==> src/rtl/do_tan_so.sv <==
// Frequency meter: counts synchronized rising edges of sig_in over GATE_CYCLES clki cycles.
// One result per window (valid pulse); windows run back to back while en is held.
module do_tan_so #(
   parameter int GATE_CYCLES = 100000000,
   parameter int CNT_W       = 32
) (
   input  logic             clki,
   input  logic             rst,
   input  logic             en,
   input  logic             sig_in,
   output logic [CNT_W-1:0] freq,
   output logic             valid,
   output logic             ovf,
   output logic             busy
);

   localparam int GW = $clog2(GATE_CYCLES);
   localparam logic [GW-1:0]    GATE_LAST = GW'(GATE_CYCLES - 1);
   localparam logic [CNT_W-1:0] CNT_MAX   = '1;

   typedef enum logic {IDLE, MEASURE} state_t;

   state_t           state_q, state_d;
   logic [GW-1:0]    gate_cnt_q, gate_cnt_d;
   logic [CNT_W-1:0] edge_cnt_q, edge_cnt_d;
   logic [CNT_W-1:0] freq_q, freq_d;
   logic             sat_q, sat_d;
   logic             valid_q, valid_d;
   logic             ovf_q, ovf_d;
   logic             s1_q, s1_d, s2_q, s2_d, s3_q, s3_d;
   logic             rise;

   assign rise = s2_q & ~s3_q;

   always_comb begin
      state_d    = state_q;
      gate_cnt_d = gate_cnt_q;
      edge_cnt_d = edge_cnt_q;
      sat_d      = sat_q;
      freq_d     = freq_q;
      ovf_d      = ovf_q;
      valid_d    = 1'b0;
      s1_d       = sig_in;
      s2_d       = s1_q;
      s3_d       = s2_q;

      case (state_q)
         IDLE: begin
            if (en) begin
               state_d    = MEASURE;
               gate_cnt_d = '0;
               edge_cnt_d = '0;
               sat_d      = 1'b0;
            end
         end
         MEASURE: begin
            if (gate_cnt_q == GATE_LAST) begin
               // A rise on the last gate cycle still belongs to the closing window.
               if (rise && (edge_cnt_q == CNT_MAX)) begin
                  freq_d = CNT_MAX;
                  ovf_d  = 1'b1;
               end else begin
                  freq_d = edge_cnt_q + CNT_W'(rise);
                  ovf_d  = sat_q;
               end
               valid_d    = 1'b1;
               gate_cnt_d = '0;
               edge_cnt_d = '0;
               sat_d      = 1'b0;
               if (!en) state_d = IDLE;
            end else if (!en) begin
               state_d    = IDLE;
               gate_cnt_d = '0;
               edge_cnt_d = '0;
               sat_d      = 1'b0;
            end else begin
               gate_cnt_d = gate_cnt_q + GW'(1);
               if (rise) begin
                  if (edge_cnt_q == CNT_MAX) sat_d = 1'b1;
                  else                       edge_cnt_d = edge_cnt_q + CNT_W'(1);
               end
            end
         end
         default: state_d = IDLE;
      endcase
   end

   always_ff @(posedge clki) begin
      if (rst) begin
         state_q    <= IDLE;
         gate_cnt_q <= '0;
         edge_cnt_q <= '0;
         sat_q      <= 1'b0;
         freq_q     <= '0;
         ovf_q      <= 1'b0;
         valid_q    <= 1'b0;
         s1_q       <= 1'b0;
         s2_q       <= 1'b0;
         s3_q       <= 1'b0;
      end else begin
         state_q    <= state_d;
         gate_cnt_q <= gate_cnt_d;
         edge_cnt_q <= edge_cnt_d;
         sat_q      <= sat_d;
         freq_q     <= freq_d;
         ovf_q      <= ovf_d;
         valid_q    <= valid_d;
         s1_q       <= s1_d;
         s2_q       <= s2_d;
         s3_q       <= s3_d;
      end
   end

   assign freq  = freq_q;
   assign valid = valid_q;
   assign ovf   = ovf_q;
   assign busy  = (state_q == MEASURE);

endmodule

==> config.mk <==
export PLATFORM = sky130hd
export DESIGN_NAME = do_tan_so
export DESIGN_NICKNAME = d
export VERILOG_FILES = /design/src/rtl/do_tan_so.sv
export SDC_FILE = /design/constraint.sdc
export NUM_CORES = 1
export LEC_CHECK = 0
export CORE_AREA = 4 4 114 126
export CTS_CLUSTER_DIAMETER = 150
export DETAILED_ROUTE_END_ITERATION = 10
export DIE_AREA = 0 0 118 130
export RECOVER_POWER = 100
export SLEW_MARGIN = 25
export SYNTH_ARGS = -nofsm -noshare
export SYNTH_HDL_FRONTEND = slang
export SYNTH_SLANG_ARGS = --single-unit
==> constraint.sdc <==
create_clock -name clki -period 2.4 [get_ports clki]
set_input_delay 0.6 -clock clki [delete_from_list [all_inputs] [get_ports clki]]
set_output_delay 0.6 -clock clki [all_outputs]
set_load 0.1 [all_outputs]
==> flow_summary.yaml, run 1 <==
floorplanning:
  die_y_um: 130
  io_pins: 39
  row_count: 44
  initial_utilization_pct: 39.26
  core_um2: 13100
  dieWidth_um: 118
  die_area_um2: 15340
placement:
  dpl_cell_area_um2: 6060
  dpl.cell_count: 864
  port_buffers: 38
  gp_congestion: 0.8833
  place.detailed.hpwl_um: 10140
clock_network:
  cts_buffers: 9
  path_clk_slew_ns: 0.06
  cts-htree-levels: 3
  clockBufferDepth: 2
  cts_tree: "built"
  root_buffer: "clkbuf_16"
  postCtsSetupRepairBufs: 0
  cts_sinks: 98
  clk_latency_ns: 0.35
synth:
  yosys.area.top_type_share_pct: 38.14
  syn_avg_cell_area_um2: 8.024
  synth_ff_type: "dfxtp_1"
  netlist_area_um2: 5144
  yosys_register_bits: 98
  synth_edf_count: 0
  syn_inst: 641
  seq_area_frac_synth_pct: 38.14
  synth_top_area_cell: "dfxtp_1"
  syn_nets: 649
  yosysWarnings: 0
  netlist_top_cells_area: "dfxtp_1 (38%), a21oi_1 (5.4%), nand2_1 (4.5%), o21bai_1 (4.4%), nor2_1 (3.6%)"
  async_flop_share_pct: 0
  synth.distinct_cells: 56
timing:
  whs_ns: 0.4461
  rsz0062_at_grt: "no"
  hold_viol_final: 0
  finalMaxSlewViolations: 0
  setup_viol: 0
  relSlewSlack_pct: 34.87
  max_freq_mhz: 443.4
  worstMarginPinSlew_ns: 0.9770
  period_share_pct: 93.98
  finalClockSkew_ns: 0.007543
  layout_min_cycle_time_ns: 2.256
grt:
  grt_usage_pct: 18.53
  grt-ovfl-total: 0
  grt_pass1_wl_um: 23450
  grt_max_degree: 34
  antenna_found_initial: 0
  grt_pass1_vias: 4766
detailed_routing:
  antenna_left: 0
  drc: 0
  vias: 4978
  avgRoutedWirePerCell_um: 15.81
  viasPerCell: 5.663
  wl_um: 13900
  firstDrtPassIters: 4
  drtIter0Drc: 233
power_and_ir_drop:
  fin_total_pwr_mw: 3.273
  switching_power_mw: 0.7043
  pwr-share-seq_pct: 49.9
  p_per_area_nw_per_um2: 520.9
  p_leak_nw: 2.405
  peakVddDrop_mv: 0.2691
  share_comb_of_total_power_pct: 4.4
  swShare_pct: 21.52
  power.internal_mw: 2.569
  clkPwrFrac_pct: 45.7
final_layout:
  syn2layout_area_growth_pct: 22.16
  fin_cells: 879
  final_layout_size_suffix_gt1_share_pct: 19.64
  finish.instance_area_um2: 6284
  fin_nets: 722
  num_antenna_cells: 0
critical_path:
  cpPeakStageDelay_ns: 0.47
  critPathKind: "flip-flop to flip-flop"
  cp-start-kind: "flip-flop"
  path_cells: "ha_1, and3_1, nand2_2, buf_4, or3_4, or4_1, a21oi_1"
  crit_required_ns: 2.66
  end_kind: "flip-flop"
  arrival_ns: 2.52
  crit_slowest_cell: "or4_1"
  crit_fanout: 8
worst_hold_path:
  min_path_type: "flip-flop to flip-flop"
flow_run:
  cap_violations: 0
status:
  status: "completed"
-- state kept, by name (all words and copies together), names as in the netlist --
signal and cells:
edge_cnt_q 32, busy 1, s2_q 1, valid 1
ovf 1, s1_q 1, s3_q 1, sat_q 1
freq 32, gate_cnt_q 27
-- worst paths after layout --
check | to | startpoint | cells after the start | slack, ns
hold / removal | s2_q | s1_q | 1 | 0.45
hold reg to reg | s2_q | s1_q | 1 | 0.45
setup / recovery | gate_cnt_q[22] | gate_cnt_q[0] | 7 | 0.14
setup reg to reg | gate_cnt_q[22] | gate_cnt_q[0] | 7 | 0.14
-- timing repair --
item | 4_1_cts | 5_1_grt
resized for setup | 0 | 10
setup endpoints to repair | 0 | 33
hold buffers | 0 | 0
-- area by class of cell --
class	count	area, um^2
clock buffer	13	270.3
clock inverter	2	35.03
fill	1306	6819
multi-input combinational	484	2995
sequential	98	1963
tap	161	201.4
inverter	8	30.03
timing repair buffer	113	788.3
-- stage by stage --
step / util [%] / setup slack (ns) / TNS, ns
after floorplan: - / 0.2090 / 0
after global placement: 46.25 / -0.05155 / -0.08761
after detailed placement: 46.25 / -0.04101 / -0.09095
after CTS: 48.58 / 0.03916 / 0
after global routing: 47.96 / 0.006010 / 0
final: 47.96 / 0.1445 / 0
-- cells in the mapped netlist (2+ instances only) --
| cell | count |
|---|---|
| or2_2 | 2 |
| nor4_1 | 7 |
| dfxtp_1 | 98 |
| and3_1 | 14 |
| nand4_1 | 20 |
| a31oi_1 | 16 |
| clkbuf_1 | 28 |
| nand2b_1 | 4 |
| and4_1 | 10 |
| ha_1 | 4 |
| or3_1 | 5 |
| buf_2 | 20 |
| nor2b_1 | 6 |
| nand2_1 | 61 |
| o21ai_0 | 31 |
| a21oi_1 | 55 |
| o21bai_1 | 30 |
| o21ai_1 | 9 |
| o211a_1 | 2 |
| o41ai_1 | 5 |
| xnor2_1 | 19 |
| o211ai_1 | 3 |
| nand3_1 | 33 |
| nor3b_1 | 2 |
| o31ai_1 | 10 |
| buf_4 | 2 |
| nor4bb_1 | 2 |
| nor3_1 | 19 |
| inv_1 | 8 |
| a311oi_1 | 15 |
| xor2_1 | 13 |
| nor2_1 | 50 |
| or4_1 | 5 |
| a22o_1 | 2 |
| and2_1 | 9 |
| a21o_1 | 2 |
-- cell usage in the layout, fill, tap and decap left out, drive strengths merged, types with 3 or more instances in the layout --
| cell | count |
|---|---|
| nand4 | 21 |
| and3 | 15 |
| nor2b | 6 |
| nand3 | 33 |
| nor4 | 9 |
| nand2 | 61 |
| xor2 | 13 |
| or3 | 5 |
| or4 | 5 |
| nand2b | 4 |
| o31ai | 11 |
| clkbuf | 57 |
| o41ai | 5 |
| and4 | 11 |
| a311oi | 15 |
| nor3 | 20 |
| xnor2 | 19 |
| buf | 67 |
| dfxtp | 98 |
| o211ai | 3 |
| and2 | 9 |
| nor2 | 50 |
| inv | 8 |
| o21ai | 40 |
| a31oi | 17 |
| o21bai | 30 |
| ha | 4 |
| a21oi | 55 |
-- power by group through the flow --
stage               combinational, mW  sequential (mW)  clock [mW]
global route                    0.156             1.63        1.60
floorplan                      0.0776             1.68           0
finish                          0.143             1.63        1.50
detailed placement              0.147             1.67           0
CTS                             0.147             1.63        1.53
global placement                0.145             1.67           0
-- routing by layer --
metal / up-vias / share of wire, % / track usage, %
met3: 16 / 3.7 / 2.861
met5: - / 0 / 0
li1: 2496 / - / -
met1: 2364 / 47 / 24.00
met4: 0 / 1.8 / 7.862
met2: 102 / 48 / 31.09
-- worst max-delay path: cells and delay by family (launching register included) --
| family | cells | cell delay, ns |
|---|---|---|
| simple gates | 4 | 1.21 |
| flops | 1 | 0.38 |
| fa+ha+maj | 1 | 0.23 |
| buf+inv | 1 | 0.19 |
| compound gates | 1 | 0.16 |
-- cell families (layout without fill, tap and decap cells) --
logic type / after synthesis / count (layout) / share of synthesized area, %
AO/OA/AOI/OAI: 189 / 189 / 23.74
AND/OR/NAND/NOR: 258 / 258 / 26.54
multiplexers: 1 / 1 / 0.1946
XOR/XNOR: 32 / 32 / 5.449
adder cells (fa/ha/maj): 4 / 4 / 0.9730
flip-flops: 98 / 98 / 38.14
buffers and inverters: 59 / 136 / 4.962
(Power assumes the default switching activity.)
==> run 2, diff against run 1 <==
--- a/config.mk
+++ b/config.mk
@@ -7,6 +7,7 @@
 export LEC_CHECK = 0
 export CORE_AREA = 4 4 114 126
 export CTS_CLUSTER_DIAMETER = 150
+export CTS_CLUSTER_SIZE = 20
 export DETAILED_ROUTE_END_ITERATION = 10
 export DIE_AREA = 0 0 118 130
 export RECOVER_POWER = 100
==> results of run 2 <==
The final DEF is identical to that of run 1; final timing and power are the same.
